`src/rtl/acs_trellis_ctrl_pkg.sv`:
```
// Shared constants for the ACS trellis sequencer: state encoding, index limits
// and a constant-width helper.
package acs_trellis_ctrl_pkg;

  localparam logic [1:0] ST_IDLE = 2'd0;
  localparam logic [1:0] ST_INIT = 2'd1;
  localparam logic [1:0] ST_RUN  = 2'd2;

  localparam int H_PERIOD_MIN   = 2;
  localparam int H_PERIOD_MAX   = 4;
  localparam int SUB_CYCLES_MAX = 4;

  function automatic int clog2(input int value);
    int width;
    width = 0;
    while ((32'sd1 << width) < value) width++;
    return width;
  endfunction

endpackage

```
`src/rtl/acs_norm_arbiter.sv`:
```
// Bank-wide normalize broadcast: OR of all unit requests, held for one symbol,
// never asserted on two consecutive symbols.
module acs_norm_arbiter #(
  parameter int NUM_ACS = 16
) (
  input  logic               clk,
  input  logic               reset_n,
  input  logic               clear,
  input  logic               strobe,
  input  logic [NUM_ACS-1:0] req,
  output logic               normalize
);

  // Requests seen while a broadcast is active are dropped; units re-request.
  always_ff @(posedge clk or negedge reset_n) begin
    if (!reset_n) begin
      normalize <= 1'b0;
    end else if (clear) begin
      normalize <= 1'b0;
    end else if (strobe) begin
      normalize <= (|req) & ~normalize;
    end
  end

endmodule

```
`src/rtl/acs_trellis_ctrl.sv`:
```
// Symbol sequencer for a multi-h ACS bank: slot select, modulation-index phase,
// start-up metric clear, normalize broadcast, traceback readiness and overrun flag.
module acs_trellis_ctrl
  import acs_trellis_ctrl_pkg::*;
#(
  parameter int NUM_ACS    = 16,
  parameter int H_PERIOD   = 2,
  parameter int SUB_CYCLES = 4,
  parameter int INIT_SYMS  = 2,
  parameter int TB_DEPTH   = 32,
  parameter int CNT_BITS   = 16
) (
  input  logic                clk,
  input  logic                resetN,
  input  logic                enable,
  input  logic                symEn,
  input  logic [NUM_ACS-1:0]  normalizeReq,
  input  logic                errClear,
  output logic [1:0]          muxSel,
  output logic [1:0]          hIndex,
  output logic                symEnEven,
  output logic                normalizeAll,
  output logic                clearMetrics,
  output logic                decisionValid,
  output logic                overrunErr,
  output logic [CNT_BITS-1:0] symCount,
  output logic [1:0]          state
);

  localparam int H_LEN = (H_PERIOD < H_PERIOD_MIN) ? H_PERIOD_MIN :
                         ((H_PERIOD > H_PERIOD_MAX) ? H_PERIOD_MAX : H_PERIOD);
  localparam int SUB_LEN = (SUB_CYCLES > SUB_CYCLES_MAX) ? SUB_CYCLES_MAX :
                           ((SUB_CYCLES < 1) ? 1 : SUB_CYCLES);
  localparam logic [1:0] MUX_LAST = 2'(SUB_LEN - 1);
  localparam logic [1:0] H_LAST   = 2'(H_LEN - 1);
  localparam int INIT_W = (clog2(INIT_SYMS + 1) < 1) ? 1 : clog2(INIT_SYMS + 1);
  localparam logic [INIT_W-1:0] INIT_LAST = INIT_W'(INIT_SYMS - 1);
  localparam logic DIRECT_RUN = (INIT_SYMS <= 1);
  localparam logic [CNT_BITS-1:0] TB_TARGET = CNT_BITS'(TB_DEPTH);

  logic [INIT_W-1:0]   init_cnt;
  logic                init_done;
  logic                sym_hit;
  logic                run_strobe;
  logic                norm_strobe;
  logic                norm_clear;
  logic                overrun_hit;
  logic [CNT_BITS-1:0] count_next;
  logic [1:0]          h_next;

  // Strobe qualification; the strobe that leaves INIT already counts as a RUN symbol.
  always_comb begin
    init_done   = (init_cnt == INIT_LAST);
    sym_hit     = enable & symEn;
    run_strobe  = sym_hit & ((state == ST_RUN) |
                             ((state == ST_INIT) & init_done) |
                             ((state == ST_IDLE) & DIRECT_RUN));
    norm_strobe = sym_hit & (state == ST_RUN);
    norm_clear  = ~(enable & (state == ST_RUN));
    overrun_hit = sym_hit & (state != ST_IDLE) & (muxSel != MUX_LAST);
    count_next  = symCount + CNT_BITS'(1'b1);
    if (hIndex == H_LAST) begin
      h_next = 2'd0;
    end else begin
      h_next = hIndex + 2'd1;
    end
  end

  // Sequencing FSM and start-up metric clear.
  always_ff @(posedge clk or negedge resetN) begin
    if (!resetN) begin
      state        <= ST_IDLE;
      init_cnt     <= {INIT_W{1'b0}};
      clearMetrics <= 1'b0;
    end else if (!enable) begin
      state        <= ST_IDLE;
      init_cnt     <= {INIT_W{1'b0}};
      clearMetrics <= 1'b0;
    end else begin
      case (state)
        ST_IDLE: if (symEn) begin
          state        <= DIRECT_RUN ? ST_RUN : ST_INIT;
          clearMetrics <= ~DIRECT_RUN;
          init_cnt     <= INIT_W'(1'b1);
        end
        ST_INIT: if (symEn) begin
          if (init_done) begin
            state        <= ST_RUN;
            clearMetrics <= 1'b0;
          end else begin
            init_cnt <= init_cnt + INIT_W'(1'b1);
          end
        end
        ST_RUN: state <= ST_RUN;
        default: begin
          state        <= ST_IDLE;
          init_cnt     <= {INIT_W{1'b0}};
          clearMetrics <= 1'b0;
        end
      endcase
    end
  end

  // Rotator slot select: restarts on each strobe, saturates at the last slot.
  always_ff @(posedge clk or negedge resetN) begin
    if (!resetN) begin
      muxSel <= MUX_LAST;
    end else if (!enable || (state == ST_IDLE)) begin
      muxSel <= MUX_LAST;
    end else if (symEn) begin
      muxSel <= 2'd0;
    end else if (muxSel != MUX_LAST) begin
      muxSel <= muxSel + 2'd1;
    end
  end

  // Multi-h index phase, only advanced by strobes taken while already in RUN.
  always_ff @(posedge clk or negedge resetN) begin
    if (!resetN) begin
      hIndex    <= 2'd0;
      symEnEven <= 1'b1;
    end else if (!enable || (state != ST_RUN)) begin
      hIndex    <= 2'd0;
      symEnEven <= 1'b1;
    end else if (symEn) begin
      hIndex    <= h_next;
      symEnEven <= (h_next == 2'd0);
    end
  end

  // Symbol count and traceback readiness; a count wrap leaves readiness set.
  always_ff @(posedge clk or negedge resetN) begin
    if (!resetN) begin
      symCount      <= {CNT_BITS{1'b0}};
      decisionValid <= 1'b0;
    end else if (run_strobe) begin
      symCount <= count_next;
      if (count_next == TB_TARGET) begin
        decisionValid <= 1'b1;
      end
    end else if (!enable || (state != ST_RUN)) begin
      symCount      <= {CNT_BITS{1'b0}};
      decisionValid <= 1'b0;
    end
  end

  // Sticky overrun flag; a new violation outranks a clear request.
  always_ff @(posedge clk or negedge resetN) begin
    if (!resetN) begin
      overrunErr <= 1'b0;
    end else if (overrun_hit) begin
      overrunErr <= 1'b1;
    end else if (errClear) begin
      overrunErr <= 1'b0;
    end
  end

  acs_norm_arbiter #(
    .NUM_ACS(NUM_ACS)
  ) u_norm_arbiter (
    .clk      (clk),
    .reset_n  (resetN),
    .clear    (norm_clear),
    .strobe   (norm_strobe),
    .req      (normalizeReq),
    .normalize(normalizeAll)
  );

endmodule

```
`config.mk`:
```
export PLATFORM = sky130hd
export DESIGN_NAME = acs_trellis_ctrl
export DESIGN_NICKNAME = d
export VERILOG_FILES = /design/src/rtl/acs_trellis_ctrl_pkg.sv /design/src/rtl/acs_norm_arbiter.sv /design/src/rtl/acs_trellis_ctrl.sv
export SDC_FILE = /design/constraint.sdc
export NUM_CORES = 1
export LEC_CHECK = 0
export ABC_AREA = 1
export BUFFER_PORTS_ARGS = -buffer_cell sky130_fd_sc_hd__clkbuf_2
export CORE_MARGIN = 2
export CORE_UTILIZATION = 45
export CTS_BUF_LIST = sky130_fd_sc_hd__clkbuf_8
export CTS_CLUSTER_SIZE = 14
export DETAILED_ROUTE_END_ITERATION = 6
export PLACE_DENSITY = 0.71
export SLEW_MARGIN = 20
export SYNTH_ARGS = -nofsm -noshare
export SYNTH_HDL_FRONTEND = slang
export SYNTH_SLANG_ARGS = --single-unit
```
`constraint.sdc`:
```
create_clock -name clk -period 4.3 [get_ports clk]
set_input_delay 0.645 -clock clk [delete_from_list [all_inputs] [get_ports clk]]
set_output_delay 0.645 -clock clk [all_outputs]
set_load 0.01 [all_outputs]
```
# == After elaboration in Yosys (flattened, before gate mapping) ==
# Index checks and enable logic that the tools add are counted.
# classes
muxes,31
addsub,4
eq_ne,14
bitwise_logic,10
reduce_logical,15
# ops
op,n
$mux W16,2
$mux W2,13
$add A16 B1 Y16 const B,1
$eq A16 B6 Y1 const B,1
$reduce_or A16 Y1,1
$mux W1,13
$ne A3 B3 Y1 const B,4
$pmux W2 S3,2
$and A1 B1 Y1,8
$ne A2 B2 Y1 const B,4
$reduce_and A4 Y1,2
$reduce_bool A2 Y1,4
$add A2 B1 Y2 const B,3
$eq A2 B1 Y1 const B,3
$logic_not A2 Y1,2
$pmux W1 S3,1
$reduce_and A3 Y1,1
$reduce_bool A3 Y1,1
$eq A2 B2 Y1 const B,1
$logic_or A1 B1 Y1,2
$ne A2 B1 Y1 const B,1
$reduce_and A2 Y1,1
$logic_not A1 Y1,1
$not A1 Y1,1
$or A1 B1 Y1,1
# word_totals
inputBits,21
reg_bits,29
output_inout_bits,27
wordCells,84

# == Longest topological paths before layout ==
# depth
ltp_word,6
ltp_mapped,11
ltp_nobuf,11

# == Hierarchy ==
# A second synthesis with hierarchy kept.
# hier_totals
hier_cells,230
area_unflattened_um2,1696.6
# modules_own_cells
mod,cells_per_inst,area_per_inst_um2,instances,seq_area_each_um2
acs_trellis_ctrl,209,1595.3,1,704.4
acs_norm_arbiter,21,101.3,1,25.0

# == Least setup slack after synthesis ==
# Ideal clock, no wire load.
# synth_timing
path_type,input-to-reg
from,input enable
to,register init_cnt[1]
required_time_ns,4.205
path_stages,5
setup_time_ns,0.095
path_buffers,1
arrival_time_ns,1.451
path_slack_ns,2.753
cell_sequence,buf_4 > nand2_1 > o21ai_0 > or2_1 > o31ai_1
# synth_via
elab_chain_cells,2
word_cells_on_any_way,6
classes_between,4 x eq/ne; 1 x mux; 1 x reduce/logical
# synth_lines
item,line,rtl
"start, declared",acs_trellis_ctrl.sv:15,"input logic enable,"
$ne A3 B3 Y1 (no line) or $ne A2 B2 Y1 (tied branches),--,
$reduce_and A4 Y1 (no line),--,
"end signal, assigned",acs_trellis_ctrl.sv:73,init_cnt <= {INIT_W{1'b0}};
"end signal, assigned",acs_trellis_ctrl.sv:77,init_cnt <= {INIT_W{1'b0}};
"end signal, assigned",acs_trellis_ctrl.sv:84,init_cnt <= INIT_W'(1'b1);
"end, declared",acs_trellis_ctrl.sv:41,logic [INIT_W-1:0] init_cnt;
# Several ways; a longest one is shown, not always the timed one.
# A chain may end at the register's enable or synchronous reset.

# == Worst setup path after layout ==
# layout_timing
from,register state[0]
to,register symCount[14]
# layout_via
elab_chain_cells,5
word_cells_on_any_way,9
classes_between,3 x eq/ne; 1 x mux; 3 x bitwise; 2 x reduce/logical
# layout_lines
item,line,rtl
"start, declared",acs_trellis_ctrl.sv:27,output logic [1:0] state
"start signal, assigned",acs_trellis_ctrl.sv:82,state <= DIRECT_RUN ? ST_RUN : ST_INIT;
$eq A2 B1 Y1,acs_trellis_ctrl.sv:56,((state == ST_INIT) & init_done) |
$and A1 B1 Y1,acs_trellis_ctrl.sv:56,
$or A1 B1 Y1,acs_trellis_ctrl.sv:55,run_strobe = sym_hit & ((state == ST_RUN) |
$and A1 B1 Y1,acs_trellis_ctrl.sv:55,
$mux W16 or $reduce_bool A2 Y1 (tied branches),--,
"end signal, assigned",acs_trellis_ctrl.sv:134,symCount <= {CNT_BITS{1'b0}};
"end signal, assigned",acs_trellis_ctrl.sv:137,symCount <= count_next;
"end signal, assigned",acs_trellis_ctrl.sv:142,symCount <= {CNT_BITS{1'b0}};
"end, declared",acs_trellis_ctrl.sv:26,"output logic [CNT_BITS-1:0] symCount,"
# Several ways; a longest one is shown, not always the timed one.

==> flow_summary_export.csv <==
group,metric,value,unit
drt,ant_nets,0,
sta,fmax,0.5977,GHz
setup_path,startpoint_type,"flop",
yosys,synth_top_area_share,37.85,%
yosys,post-synth-top-area-cell,"dfrtp_1",
cts,clock_path_buffers,2,
drt,drc,0,
sta,fin_crit_sh,38.91,%
cts,cts_resized,0,
cts,cts_hold_buf,0,
sta,tightest_slew,737.0,ps
yosys,synth_fp_nets,259,
layout,nets,311,
cts,clockRootBuffer,"clkbuf_8",
global_route,antenna_found_initial,0,
cts,htreeDepth,2,
layout,fillers,368,
placement,dp_hpwl,3082,um
die,start_util,46.96,%
yosys,synthFlopType,"dfrtp_1",
die,core_area,0.003661,mm^2
die,pin_count,48,
layout,multi_input_area,872.1,um^2
cts,cts_inserted_buffers,5,
setup_path,critPathKind,"reg -> reg",
setup_path,reg2regPathDepth,6,
global_route,grt_pass1_vias,1527,
yosys,syn_area,0.001719,mm^2
global_route,grt_pass1_wl,6851,um
pwr,ir_drop,0.2878,mV
yosys,postSynthCellCount,231,
placement,place_area,0.002002,mm^2
setup_path,arrival,1870,ps
yosys,synth_edf_count,0,
die,die_w,65.81,um
yosys,synthDistinctLibCells,28,
drt,wl,4067,um
job,drv_cap,0,
layout,seq_area,729.5,um^2
yosys,yosysSeqAreaShare,42.43,%
yosys,synth_seq_cells,29,
sta,finalCriticalPeriod,1673,ps
drt,num_vias,1682,
pwr,p_per_area,366.1,mW/mm^2
drt,drtIter0Drc,96,
global_route,grt.overflow.total,0,
cts,insertion_delay,290,ps
pwr,leakage,1.016,nW
yosys,yosysMostFrequentCell,"nand2_1",
placement,port_buffers,47,
yosys,yosysWarnings,0,
die,fp-row-count,22,
min_path,min_path_type,"in -> async",
cts,clk_pin_slew_worst_paths,70,ps
cts,clock-sinks,29,
die,die_area,0.004331,mm^2
placement,gp_congestion,0.8539,
sta,slew_headroom,50.87,%
sta,rsz0062_at_grt,"false",
drt,avgRoutedWirePerCell,12.25,um
yosys,synth_common_cells,"nand2_1, nor2_1, dfrtp_1, inv_1",
sta,setup_tns,0,ps
layout,design_area,0.002082,mm^2
setup_path,path_max_fanout,15,
sta,finalHoldViolations,0,
cts,post_cts_buffers,0,
yosys,ys_top_cells_by_area,"dfrtp_1, nand2_1, nor2_1",
layout,area_delta_synth_final,21.11,%
yosys,avgSynthCellArea,7.442,um^2
layout,drive_gt1_share,23.94,%
yosys,synth_async_sr_flop_share,100.0,%
sta,setup_violations,0,
die,die_h,65.81,um
drt,viasPerCell,5.066,
sta,fin_skew,7.464,ps
outcome,status,"finished, final reports clean",
setup_path,cp-end-kind,"flop",
layout,diodes,0,
drt,drtPass1Iterations,4,
setup_path,required,4500,ps
sta,report.final.slew_viol_count,0,
global_route,grt_usage,20.81,%
global_route,grt_max_degree,30,
cts,cts_tree,"done",
## placed cells by master (no fill, tap or decap), types with 2 or more instances in the layout
cell / synthesis / final
o22ai_1: 8 / 8
clkbuf_8: 0 / 5
inv_2: 2 / 2
nand4_1: 8 / 8
dfstp_2: 3 / 3
nand3_2: 2 / 2
ha_1: 7 / 7
nor2_2: 4 / 4
nand3_1: 12 / 12
dfrtp_1: 26 / 26
o21ai_0: 12 / 12
inv_1: 26 / 29
clkbuf_2: 0 / 47
nor2_4: 2 / 2
nor2_1: 28 / 28
a21oi_1: 8 / 8
nand2_1: 64 / 64
nor4_1: 4 / 4
nand2_2: 3 / 3
o21ai_1: 2 / 2
## stage by stage
step | utilization, % | power [W] | instances | worst slack, ps | hold slack, ps
final | 56.87 | 0.0007622 | 332 | 2627 | 404.5
after global routing | 56.87 | 0.0008192 | 332 | 2408 | 467.3
after CTS | 56.87 | 0.0007726 | 332 | 2605 | 434.7
after detailed placement | 54.68 | 0.0005558 | 324 | 2468 | 490.8
after global placement | 54.68 | 0.0005505 | 324 | 2504 | 469.6
after floorplan | - | 0.0004779 | 231 | 2753 | 349.4
## registers in the layout, summed over array words and instances, names as in the netlist
| name | flops |
|---|---|
| muxSel | 2 |
| symCount | 16 |
| clearMetrics | 1 |
| decisionValid | 1 |
| symEnEven | 1 |
| state | 2 |
| init_cnt | 2 |
| u_norm_arbiter.normalize | 1 |
| overrunErr | 1 |
| hIndex | 2 |
## layer usage
metal  global-route usage [%]  wire length, um  up-vias  share of wire [%]
li1                         -                -      867                  -
met1                    25.35             1848      771                 45
met2                    33.71             1917       37                 47
met3                    7.325              225        7                5.5
met4                    7.813               75        0                1.8
met5                        0                0        -                  0
## power breakdown
part | switching (W) | internal (W) | total [W]
combinational | 0.000126 | 0.0000792 | 0.000205
sequential | 0.0000295 | 0.000314 | 0.000343
clock | 0.000106 | 0.000108 | 0.000214
total | 0.000262 | 0.000500 | 0.000762
## area by class of cell
class | instances | share of cell area (%)
Multi-Input combinational cell | 172 | 41.89
Sequential cell | 29 | 35.04
Timing Repair Buffer | 47 | 11.30
Inverter | 28 | 5.048
Clock buffer | 5 | 3.305
Tap cell | 48 | 2.885
Clock inverter | 3 | 0.5409
## worst paths after layout
| kind | end | from | slack, ps |
|---|---|---|---|
| setup / recovery | symCount[14] | state[0] | 2630 |
| hold reg to reg | init_cnt[1] | init_cnt[1] | 500 |
| max in group asynchronous | symCount[15] | resetN | 3420 |
| setup reg to reg | symCount[14] | state[0] | 2630 |
| hold / removal | symCount[7] | resetN | 400 |
| min in group clk | init_cnt[1] | init_cnt[1] | 500 |
## cells by family after synthesis
| family | count (synthesis) | synth area share (%) |
|---|---|---|
| AO/OA/AOI/OAI | 36 | 12.01 |
| adder cells (fa/ha/maj) | 7 | 5.094 |
| buffers and inverters | 30 | 6.841 |
| flip-flops | 29 | 42.43 |
| AND/OR/NAND/NOR | 129 | 33.62 |
## critical path, stage by stage, from the launching register on
cell,delay [ps]
dfrtp_1,410
inv_1,90
ha_1,190
nand2_1,160
nor2_2,230
inv_1,270
o21ai_0,240
No activity file was read; power rests on OpenSTA's default activity.
